==> src/rtl/usb4_lane_descrambler_if.sv <==
// Receive-side bus for the USB4 lane descrambler.
// Lanes are packed side by side, with lane l at [l*DATA_W +: DATA_W].
// The master drives beats in. The slave (the descrambler) returns the registered results.
interface usb4_lane_descrambler_if #(
    parameter int LANES  = 2,
    parameter int DATA_W = 8,
    parameter int CNT_W  = 16
);
    logic                      in_valid;
    logic [LANES*DATA_W-1:0]   in_data;
    logic [LANES-1:0]          in_hold;
    logic [LANES-1:0]          scr_rst;
    logic                      bypass;
    logic                      chk_en;
    logic                      chk_clr;
    logic                      out_valid;
    logic [LANES*DATA_W-1:0]   out_data;
    logic [LANES-1:0]          lane_seeded;
    logic [LANES*CNT_W-1:0]    err_cnt;

    modport master (
        output in_valid, in_data, in_hold, scr_rst, bypass, chk_en, chk_clr,
        input  out_valid, out_data, lane_seeded, err_cnt
    );

    modport slave (
        input  in_valid, in_data, in_hold, scr_rst, bypass, chk_en, chk_clr,
        output out_valid, out_data, lane_seeded, err_cnt
    );
endinterface

==> src/rtl/usb4_lane_descrambler.sv <==
// Multi-lane, parallel-word additive descrambler for the USB4 logical-layer receive path.
// Each lane owns one Galois LFSR register. The DATA_W-step unrolling of that LFSR is
// purely combinational. A beat is descrambled from the lane's current (or reseeded)
// state, and the result is registered with a latency of one cycle.
// A per-lane saturating counter tracks non-zero descrambled words while PRBS checking is enabled.
module usb4_lane_descrambler #(
    parameter int                LANES  = 2,
    parameter int                DATA_W = 8,
    parameter int                LFSR_W = 23,
    parameter logic [LFSR_W-1:0] POLY   = 23'h210125,
    parameter logic [LFSR_W-1:0] SEED   = 23'h1DBFBC,
    parameter int                CNT_W  = 16
) (
    input logic                     clk,
    input logic                     rst,
    usb4_lane_descrambler_if.slave  bus
);

    // Single Galois step: shift left, fold the polynomial back in when the msb falls out.
    function automatic logic [LFSR_W-1:0] lfsr_step(input logic [LFSR_W-1:0] s);
        lfsr_step = {s[LFSR_W-2:0], 1'b0} ^ (s[LFSR_W-1] ? POLY : '0);
    endfunction

    // Keystream for one beat: bit i is the msb seen before step i.
    function automatic logic [DATA_W-1:0] key_word(input logic [LFSR_W-1:0] s0);
        logic [LFSR_W-1:0] s;
        key_word = '0;
        s        = s0;
        for (int i = 0; i < DATA_W; i++) begin
            key_word[i] = s[LFSR_W-1];
            s           = lfsr_step(s);
        end
    endfunction

    // State after DATA_W steps from s0.
    function automatic logic [LFSR_W-1:0] lfsr_advance(input logic [LFSR_W-1:0] s0);
        lfsr_advance = s0;
        for (int i = 0; i < DATA_W; i++) begin
            lfsr_advance = lfsr_step(lfsr_advance);
        end
    endfunction

    // Saturating increment: sticks at all-ones.
    function automatic logic [CNT_W-1:0] sat_inc(input logic [CNT_W-1:0] c, input logic inc);
        sat_inc = (inc && (c != '1)) ? c + CNT_W'(1) : c;
    endfunction

    logic [LFSR_W-1:0] lfsr_state [LANES];

    // stage p0: combinational beat processing from lane state and inputs
    logic [LFSR_W-1:0] start_p0 [LANES];
    logic [LFSR_W-1:0] next_p0  [LANES];
    logic [DATA_W-1:0] din_p0   [LANES];
    logic [DATA_W-1:0] desc_p0  [LANES];
    logic [DATA_W-1:0] word_p0  [LANES];
    logic [CNT_W-1:0]  cnt_p0   [LANES];
    logic [LANES-1:0]  live_p0;
    logic [LANES-1:0]  err_p0;

    // stage p1: registered outputs
    logic [DATA_W-1:0] data_p1  [LANES];
    logic [CNT_W-1:0]  cnt_p1   [LANES];
    logic              vld_p1;
    logic [LANES-1:0]  seeded_p1;

    // Per-lane descramble, next-state and error-count selection.
    always_comb begin
        live_p0 = '0;
        err_p0  = '0;
        for (int l = 0; l < LANES; l++) begin
            din_p0[l]   = bus.in_data[l*DATA_W +: DATA_W];
            // A reload takes effect for the beat in the same cycle.
            start_p0[l] = bus.scr_rst[l] ? SEED : lfsr_state[l];
            desc_p0[l]  = din_p0[l] ^ key_word(start_p0[l]);
            live_p0[l]  = bus.in_valid && !bus.in_hold[l];
            word_p0[l]  = (bus.bypass || bus.in_hold[l]) ? din_p0[l] : desc_p0[l];
            // Bypass does not freeze the LFSR. Only hold or a missing beat freezes it.
            next_p0[l]  = live_p0[l] ? lfsr_advance(start_p0[l]) : start_p0[l];
            err_p0[l]   = bus.chk_en && live_p0[l] && !bus.bypass && (desc_p0[l] != '0);
            // A clear wins over an increment in the same cycle.
            cnt_p0[l]   = bus.chk_clr ? '0 : sat_inc(cnt_p1[l], err_p0[l]);
        end
    end

    // LFSR state per lane. Reset puts every lane at SEED.
    always_ff @(posedge clk or posedge rst) begin
        if (rst) begin
            for (int l = 0; l < LANES; l++) begin
                lfsr_state[l] <= SEED;
            end
        end else begin
            for (int l = 0; l < LANES; l++) begin
                lfsr_state[l] <= next_p0[l];
            end
        end
    end

    // Output word register. It only loads on valid beats, so it holds between beats.
    always_ff @(posedge clk or posedge rst) begin
        if (rst) begin
            for (int l = 0; l < LANES; l++) begin
                data_p1[l] <= '0;
            end
        end else if (bus.in_valid) begin
            for (int l = 0; l < LANES; l++) begin
                data_p1[l] <= word_p0[l];
            end
        end
    end

    // Valid flag, seeded flags and error counters. They update on the same edge as the data.
    always_ff @(posedge clk or posedge rst) begin
        if (rst) begin
            vld_p1    <= 1'b0;
            seeded_p1 <= '0;
            for (int l = 0; l < LANES; l++) begin
                cnt_p1[l] <= '0;
            end
        end else begin
            vld_p1    <= bus.in_valid;
            seeded_p1 <= seeded_p1 | bus.scr_rst;
            for (int l = 0; l < LANES; l++) begin
                cnt_p1[l] <= cnt_p0[l];
            end
        end
    end

    // Pack per-lane registers onto the flat output buses.
    always_comb begin
        bus.out_data = '0;
        bus.err_cnt  = '0;
        for (int l = 0; l < LANES; l++) begin
            bus.out_data[l*DATA_W +: DATA_W] = data_p1[l];
            bus.err_cnt[l*CNT_W +: CNT_W]    = cnt_p1[l];
        end
    end

    assign bus.out_valid   = vld_p1;
    assign bus.lane_seeded = seeded_p1;

endmodule

==> src/flat_wrapper.sv <==
// flat-port wrapper written by rule: the top's interface ports become plain ports
module usb4_lane_descrambler_flat 
#(
    parameter int                LANES  = 2,
    parameter int                DATA_W = 8,
    parameter int                LFSR_W = 23,
    parameter logic [LFSR_W-1:0] POLY   = 23'h210125,
    parameter logic [LFSR_W-1:0] SEED   = 23'h1DBFBC,
    parameter int                CNT_W  = 16
)
  (clk, rst, bus_in_valid, bus_in_data, bus_in_hold, bus_scr_rst, bus_bypass, bus_chk_en, bus_chk_clr, bus_out_valid, bus_out_data, bus_lane_seeded, bus_err_cnt);
  usb4_lane_descrambler_if #(.LANES(LANES), .DATA_W(DATA_W), .CNT_W(CNT_W)) bus_i ();
  input logic clk;
  input logic rst;
  input wire logic [$bits(bus_i.in_valid)-1:0] bus_in_valid;
  input wire logic [$bits(bus_i.in_data)-1:0] bus_in_data;
  input wire logic [$bits(bus_i.in_hold)-1:0] bus_in_hold;
  input wire logic [$bits(bus_i.scr_rst)-1:0] bus_scr_rst;
  input wire logic [$bits(bus_i.bypass)-1:0] bus_bypass;
  input wire logic [$bits(bus_i.chk_en)-1:0] bus_chk_en;
  input wire logic [$bits(bus_i.chk_clr)-1:0] bus_chk_clr;
  output wire logic [$bits(bus_i.out_valid)-1:0] bus_out_valid;
  output wire logic [$bits(bus_i.out_data)-1:0] bus_out_data;
  output wire logic [$bits(bus_i.lane_seeded)-1:0] bus_lane_seeded;
  output wire logic [$bits(bus_i.err_cnt)-1:0] bus_err_cnt;
  assign bus_i.in_valid = bus_in_valid;
  assign bus_i.in_data = bus_in_data;
  assign bus_i.in_hold = bus_in_hold;
  assign bus_i.scr_rst = bus_scr_rst;
  assign bus_i.bypass = bus_bypass;
  assign bus_i.chk_en = bus_chk_en;
  assign bus_i.chk_clr = bus_chk_clr;
  assign bus_out_valid = bus_i.out_valid;
  assign bus_out_data = bus_i.out_data;
  assign bus_lane_seeded = bus_i.lane_seeded;
  assign bus_err_cnt = bus_i.err_cnt;
  usb4_lane_descrambler #(.LANES(LANES), .DATA_W(DATA_W), .LFSR_W(LFSR_W), .POLY(POLY), .SEED(SEED), .CNT_W(CNT_W)) u_core (.clk(clk), .rst(rst), .bus(bus_i));
endmodule
==> config.mk <==
export PLATFORM = sky130hd
export DESIGN_NAME = usb4_lane_descrambler_flat
export DESIGN_NICKNAME = d
export VERILOG_FILES = /design/src/rtl/usb4_lane_descrambler_if.sv /design/src/rtl/usb4_lane_descrambler.sv /design/src/flat_wrapper.sv
export SDC_FILE = /design/constraint.sdc
export NUM_CORES = 1
export LEC_CHECK = 0
export BUFFER_PORTS_ARGS = -buffer_cell sky130_fd_sc_hd__buf_4
export CORE_MARGIN = 10
export CORE_UTILIZATION = 48
export CTS_BUF_LIST = sky130_fd_sc_hd__clkbuf_2
export DETAILED_ROUTE_END_ITERATION = 12
export GPL_ROUTABILITY_DRIVEN = 0
export GPL_TIMING_DRIVEN = 0
export PLACE_DENSITY_LB_ADDON = 0.1
export SYNTH_ARGS = -nofsm -noshare
export SYNTH_HDL_FRONTEND = slang
export SYNTH_SLANG_ARGS = --single-unit
export TNS_END_PERCENT = 50
==> constraint.sdc <==
create_clock -name clk -period 4.1 [get_ports clk]
set_clock_uncertainty 0.05 [all_clocks]
set_input_delay 1.23 -clock clk [delete_from_list [all_inputs] [get_ports clk]]
set_output_delay 1.23 -clock clk [all_outputs]
set_load 0.02 [all_outputs]
# --- Word-level counts from Yosys, hierarchy flattened ---
# Cells that the tools add are included.
totals:
  in_bits: 26
  register_bits: 97
  elab_cells: 76
  output_inout_bits: 51
op_classes:
  n_mux: 26
  n_eq_ne: 2
  add_sub_neg: 2
  n_bitwise: 19
  n_reduce_logical: 19
ops:
  columns: ["operator", "n"]
  rows:
  - ["bitwise XOR 23 bit", 16]
  - ["2-to-1 mux 22 bit", 16]
  - ["2-to-1 mux 23 bit", 4]
  - ["2-to-1 mux 16 bit", 4]
  - ["adder 16 x 1 -> 16 bit, second input constant", 2]
  - ["!= test 16 bit, second input constant", 2]
  - ["2-to-1 mux 8 bit", 2]
  - ["nonzero test 8 bit", 2]
  - ["bitwise XOR 8 bit", 2]
  - ["logical AND 1 bit", 10]
  - ["nonzero test 2 bit", 2]
  - ["zero test 1 bit", 3]
  - ["logical OR 1 bit", 2]
  - ["OR 2 bit", 1]

# --- Logic depth before layout (Yosys ltp) ---
logic_depth:
  ltp_word: 21
  depth_mapped: 10
  depth_no_buf: 8

# --- Worst setup path before layout ---
# OpenSTA, ideal clock, no wires.
synth_path:
  path_type: "input -> register"
  start: "input port bus_in_valid"
  end: "register u_core.cnt_p1, in the netlist u_core.bus.err_cnt[23]"
  path_stages: 9
  t_arrival_ps: 2938
  n_path_buf: 3
  path_slack_ps: 1034
  setup_ps: 78
  required_time_ps: 3972
  cell_sequence: "clkbuf_1 > nor2b_1 > clkbuf_1 > and2_1 > o21ai_0 > o21bai_1 > buf_2 > or4_1 > a21oi_1"
synth_between:
  elab_chain_cells: 6
synth_lines:
  columns: ["item", "line", "source"]
  rows:
  - ["start: declaration", "flat_wrapper.sv:15", "input wire logic [$bits(bus_i.in_valid)-1:0] bus_in_valid;"]
  - ["logical AND 1 bit", "usb4_lane_descrambler.sv:75", "live_p0[l] = bus.in_valid && !bus.in_hold[l];"]
  - ["logical AND 1 bit (3 in series)", "usb4_lane_descrambler.sv:79", "err_p0[l] = bus.chk_en && live_p0[l] && !bus.bypass && (desc_p0[l] != '0);"]
  - ["logical AND 1 bit", "usb4_lane_descrambler.sv:45", "sat_inc = (inc && (c != '1)) ? c + CNT_W'(1) : c;"]
  - ["nonzero test 2 bit (no line)", null, null]
  - ["end signal: indexed assignment", "usb4_lane_descrambler.sv:123", "cnt_p1[l] <= cnt_p0[l];"]
  - ["end: declaration", "usb4_lane_descrambler.sv:62", "logic [CNT_W-1:0] cnt_p1 [LANES];"]
# No other way between the ends.
# A chain may end at the register's enable or synchronous reset.

# --- Worst setup path in the final report ---
layout_path:
  start: "register u_core.lfsr_state[43] in the netlist's numbering"
  end: "register u_core.cnt_p1, in the netlist u_core.bus.err_cnt[1]"
layout_between:
  elab_chain_cells: 14
layout_lines:
  columns: ["item", "line", "source"]
  rows:
  - ["start: declaration", "usb4_lane_descrambler.sv:48", "logic [LFSR_W-1:0] lfsr_state [LANES];"]
  - ["start signal: indexed assignment", "usb4_lane_descrambler.sv:93", "lfsr_state[l] <= next_p0[l];"]
  - ["2-to-1 mux 23 bit (*)", "usb4_lane_descrambler.sv:73", "start_p0[l] = bus.scr_rst[l] ? SEED : lfsr_state[l];"]
  - ["bitwise XOR 23 bit (*) (2 in series)", "usb4_lane_descrambler.sv:21", "lfsr_step = {s[LFSR_W-2:0], 1'b0} ^ (s[LFSR_W-1] ? POLY : '0);"]
  - ["2-to-1 mux 22 bit", "usb4_lane_descrambler.sv:21", null]
  - ["bitwise XOR 23 bit (2 in series)", "usb4_lane_descrambler.sv:21", null]
  - ["2-to-1 mux 22 bit", "usb4_lane_descrambler.sv:21", null]
  - ["bitwise XOR 23 bit (2 in series)", "usb4_lane_descrambler.sv:21", null]
  - ["bitwise XOR 8 bit (*)", "usb4_lane_descrambler.sv:74", "desc_p0[l] = din_p0[l] ^ key_word(start_p0[l]);"]
  - ["nonzero test 8 bit (*)", "usb4_lane_descrambler.sv:79", null]
  - ["logical AND 1 bit (*)", "usb4_lane_descrambler.sv:79", null]
  - ["logical AND 1 bit (*)", "usb4_lane_descrambler.sv:45", null]
  - ["nonzero test 2 bit (no line) (*)", null, null]
# Mark *: on every way between the ends. The rest lies on a longest branch, timed or not.

==> metrics.md <==
| Metric | Value |
|---|---|
| Unrepaired setup endpoints after global routing | `false` |
| Maxcap violations | `0` |
| Initial antenna violation count | `0` |
| Vias in the first global route | `4710` |
| EDFF count, synth | `0` |
| Hold path depth | `1` |
| CP Max Fanout | `10` |
| Met3 wire length | `981 um` |
| CTS Buf Count | `9` |
| First-pass GRT wire length | `24030 um` |
| Slew HR | `0.6056` |
| TritonRoute pass-1 iters | `5` |
| Synth Flop Type | `dfrtp_1` |
| Synth Net Count | `about 620` |
| Worst hold path class | `reg -> reg` |
| Final Hold Violating Endpoints | `0` |
| Gr usage total | `0.1779` |
| Post-synthesis sequential area ratio | `0.4514` |
| Clock sinks | `97` |
| Final worst-path cycle share | `0.7447` |
| IR drop worst, VDD | `0.2406 mV` |
| DP Worst Slack | `0.5503 ns` |
| Setup violators final | `0` |
| Slew Limit Fails | `0` |
| DR top layer | `met4` |
| DRC | `0` |
| Startpoint Class | `register` |
| Total global routing overflow | `0` |
| Routed WL per cell | `17.19 um` |
| Synthesis warning total | `0` |
| Clock-pin slew on the worst setup and hold paths | `between 0.2 and 0.3 ns` |
| Mapped Area | `between 5000 and 6000 sq um` |
| Worst path required time | `4.54 ns` |
| Detailed Place HPWL | `between 10000 and 15000 um` |
| Syn Area/Cell | `around 9.2 sq um` |
| DR vias/cell | `~5.8` |
| Routed Antenna Nets | `0` |
| Largest area contributor in the netlist | `dfrtp_1` |
| Setup Buffers After CTS | `0` |
| WL met2 | `around 6400 um` |
| Chip Width | `126.7 um` |
| Critical path's slowest cell | `dfstp_2` |
| Final nets | `~710` |
| Crit path kind | `reg -> reg` |
| Clock latency on the worst-skew pair | `0.58 ns` |
| H-tree Lvls | `3` |
| Via Count | `4797` |
| CTS tree | `done` |
| Flops & latches, synth | `97` |
| Core Box Area | `10980 sq um` |
| Largest net degree at the start of global routing | `62` |
| Die Height | `126.7 um` |
| Root buffer cell | `clkbuf_2` |
| Crit path largest cell delay | `0.59 ns` |
| Hold_buf cts | `0` |
| Final setup margin | `between 1 and 1.5 ns` |
| Met1 WL | `a little under 7000 um` |
| DIE AREA | `16060 sq um` |
| CTS resizes | `0` |
| Post-route setup TNS | `0 ns` |
| Peak Freq | `0.3275 GHz` |
| Total Wirelength | `14200 um` |
| Area contributors post-synth | `dfrtp_1 (30%), dfstp_2 (15%), xor2_1 (6.9%)` |
| Crit-path cells | `buf_6, xnor3_2, xor2_1, nand2_1, xor2_1, o41ai_2, buf_6, buf_12, mux2i_1, nor2_1` |
| Crit path capture type | `register` |
| Post-synth top cells | `dfrtp_1 (65), nor2_1 (65), a21oi_1 (60)` |
| Num rows | `38` |
| Max Root-Sink Buffers | `2` |
| Crit path time final | `3.053 ns` |
| DRT iter0 DRCs | `285` |
| Synth top area share | `0.2976` |
| Netlist cell types | `59` |
| Status | `complete, no violations` |
| Static Leak | `0.002660 uW` |
| Reg2reg path depth | `10` |
| Least-Margin Pin Slew | `0.5851 ns` |
| Syn-to-layout area delta | `16.39%` |
| Initial Util | `0.4977` |
| Layout cells sized above 1 | `0.2219` |
| Port-buffer cells | `74` |
| Synth async-reset ratio | `1.000` |
| IO Pins | `77` |
| Cells after synthesis | `~590` |
| Pwr/cell area | `425.5 nW/um^2` |
| Worst endpoint data arrival time | `roughly 3.5 ns` |
| Number of fill cells in the layout | `976` |
## placed cells by master (no fill, tap or decap), types with 3 or more instances in the layout
cell / netlist / final
buf_4: 0 / 74
clkbuf_2: 1 / 11
buf_1: 3 / 3
dfstp_2: 32 / 32
nand3_1: 21 / 21
o211ai_1: 10 / 10
o31ai_1: 14 / 14
or3_2: 6 / 6
a22oi_1: 3 / 3
clkbuf_1: 25 / 25
a21boi_0: 3 / 3
inv_1: 8 / 7
and3_1: 5 / 5
nor2_1: 65 / 65
buf_2: 7 / 7
o22ai_1: 11 / 11
o21ai_0: 42 / 42
a21oi_1: 60 / 60
xnor2_1: 31 / 31
clkinv_2: 0 / 3
nand2_1: 47 / 47
or4_1: 12 / 12
nand4_1: 8 / 8
a2bb2oi_1: 3 / 3
xor2_1: 43 / 43
dfrtp_1: 65 / 65
a21o_1: 3 / 3
or2_2: 3 / 3
nor3_1: 7 / 7
or3_1: 9 / 9
nor2b_1: 4 / 4
o21a_1: 3 / 3
## registers in the layout (all words and copies together), names as in the netlist
register and cells:
u_core.bus.err_cnt 32, u_core.bus.lane_seeded 2, u_core.bus.out_data 16, u_core.bus.out_valid 1, u_core.lfsr_state 46
## power breakdown
part	leakage, uW	switching [uW]	total [uW]	internal [uW]
logic	0.00140	560	976	416
clock network	0.0000817	326	526	201
registers	0.00118	89.4	1200	1120
total	0.00266	975	2710	1730
## metrics by stage
step	util	instances	hold slack [ns]	cell area, sq um	total power, uW
global placement	0.5643	808	0.4023	6197	2161
floorplan	-	594	0.4212	5466	1940
global route	0.5791	825	0.4789	6360	2883
detailed placement	0.5670	809	0.4071	6227	2193
CTS	0.5791	825	0.4600	6360	2725
finish	0.5793	826	0.4565	6362	2707
## per-layer routing
layer,track usage,up-vias
met4,0.04823,0
met3,0.04540,13
met5,0,-
met2,0.2664,126
met1,0.2489,2374
li1,-,2284
## critical path: cells and delay by family, from the launching register on
family / cells / cell delay, ns
flops: 1 / 0.59
mux: 1 / 0.17
buf+inv: 3 / 0.47
simple gates: 2 / 0.25
compound gates: 1 / 0.57
xor+xnor: 3 / 0.86
## cell type report
| cell class | count | area, sq um | share of cell area |
|---|---|---|---|
| well taps | 140 | 175.2 | 0.02753 |
| diodes | 1 | 2.502 | 0.0003933 |
| repair buffers | 75 | 583.1 | 0.09164 |
| clock buffers | 10 | 50.05 | 0.007866 |
| inverters | 8 | 32.53 | 0.005113 |
| flip-flops and latches | 97 | 2467 | 0.3878 |
| plain buffers | 39 | 187.7 | 0.02950 |
| multi-input cells | 450 | 2781 | 0.4372 |
| clock inverters | 6 | 82.58 | 0.01298 |
## kinds of logic after synthesis
logic type,share of synthesized area
AO/OA/AOI/OAI,0.1838
adder cells (fa/ha/maj),0.004577
AND/OR/NAND/NOR,0.1788
flip-flops,0.4514
XOR/XNOR,0.1360
buffers and inverters,0.03982
multiplexers,0.005722
## worst paths after layout
check	startpoint	to	slack (ns)
setup / recovery	u_core.lfsr_state[43]	u_core.bus.err_cnt[1]	1.05
hold / removal	u_core.bus.lane_seeded[0]	u_core.bus.lane_seeded[0]	0.46
setup reg to reg	u_core.lfsr_state[43]	u_core.bus.err_cnt[1]	1.05
hold reg to reg	u_core.bus.lane_seeded[0]	u_core.bus.lane_seeded[0]	0.46
max in group asynchronous	rst	u_core.lfsr_state[36]	2.68
min in group asynchronous	rst	u_core.bus.err_cnt[28]	0.60
Power figures use the tool's default switching activity.
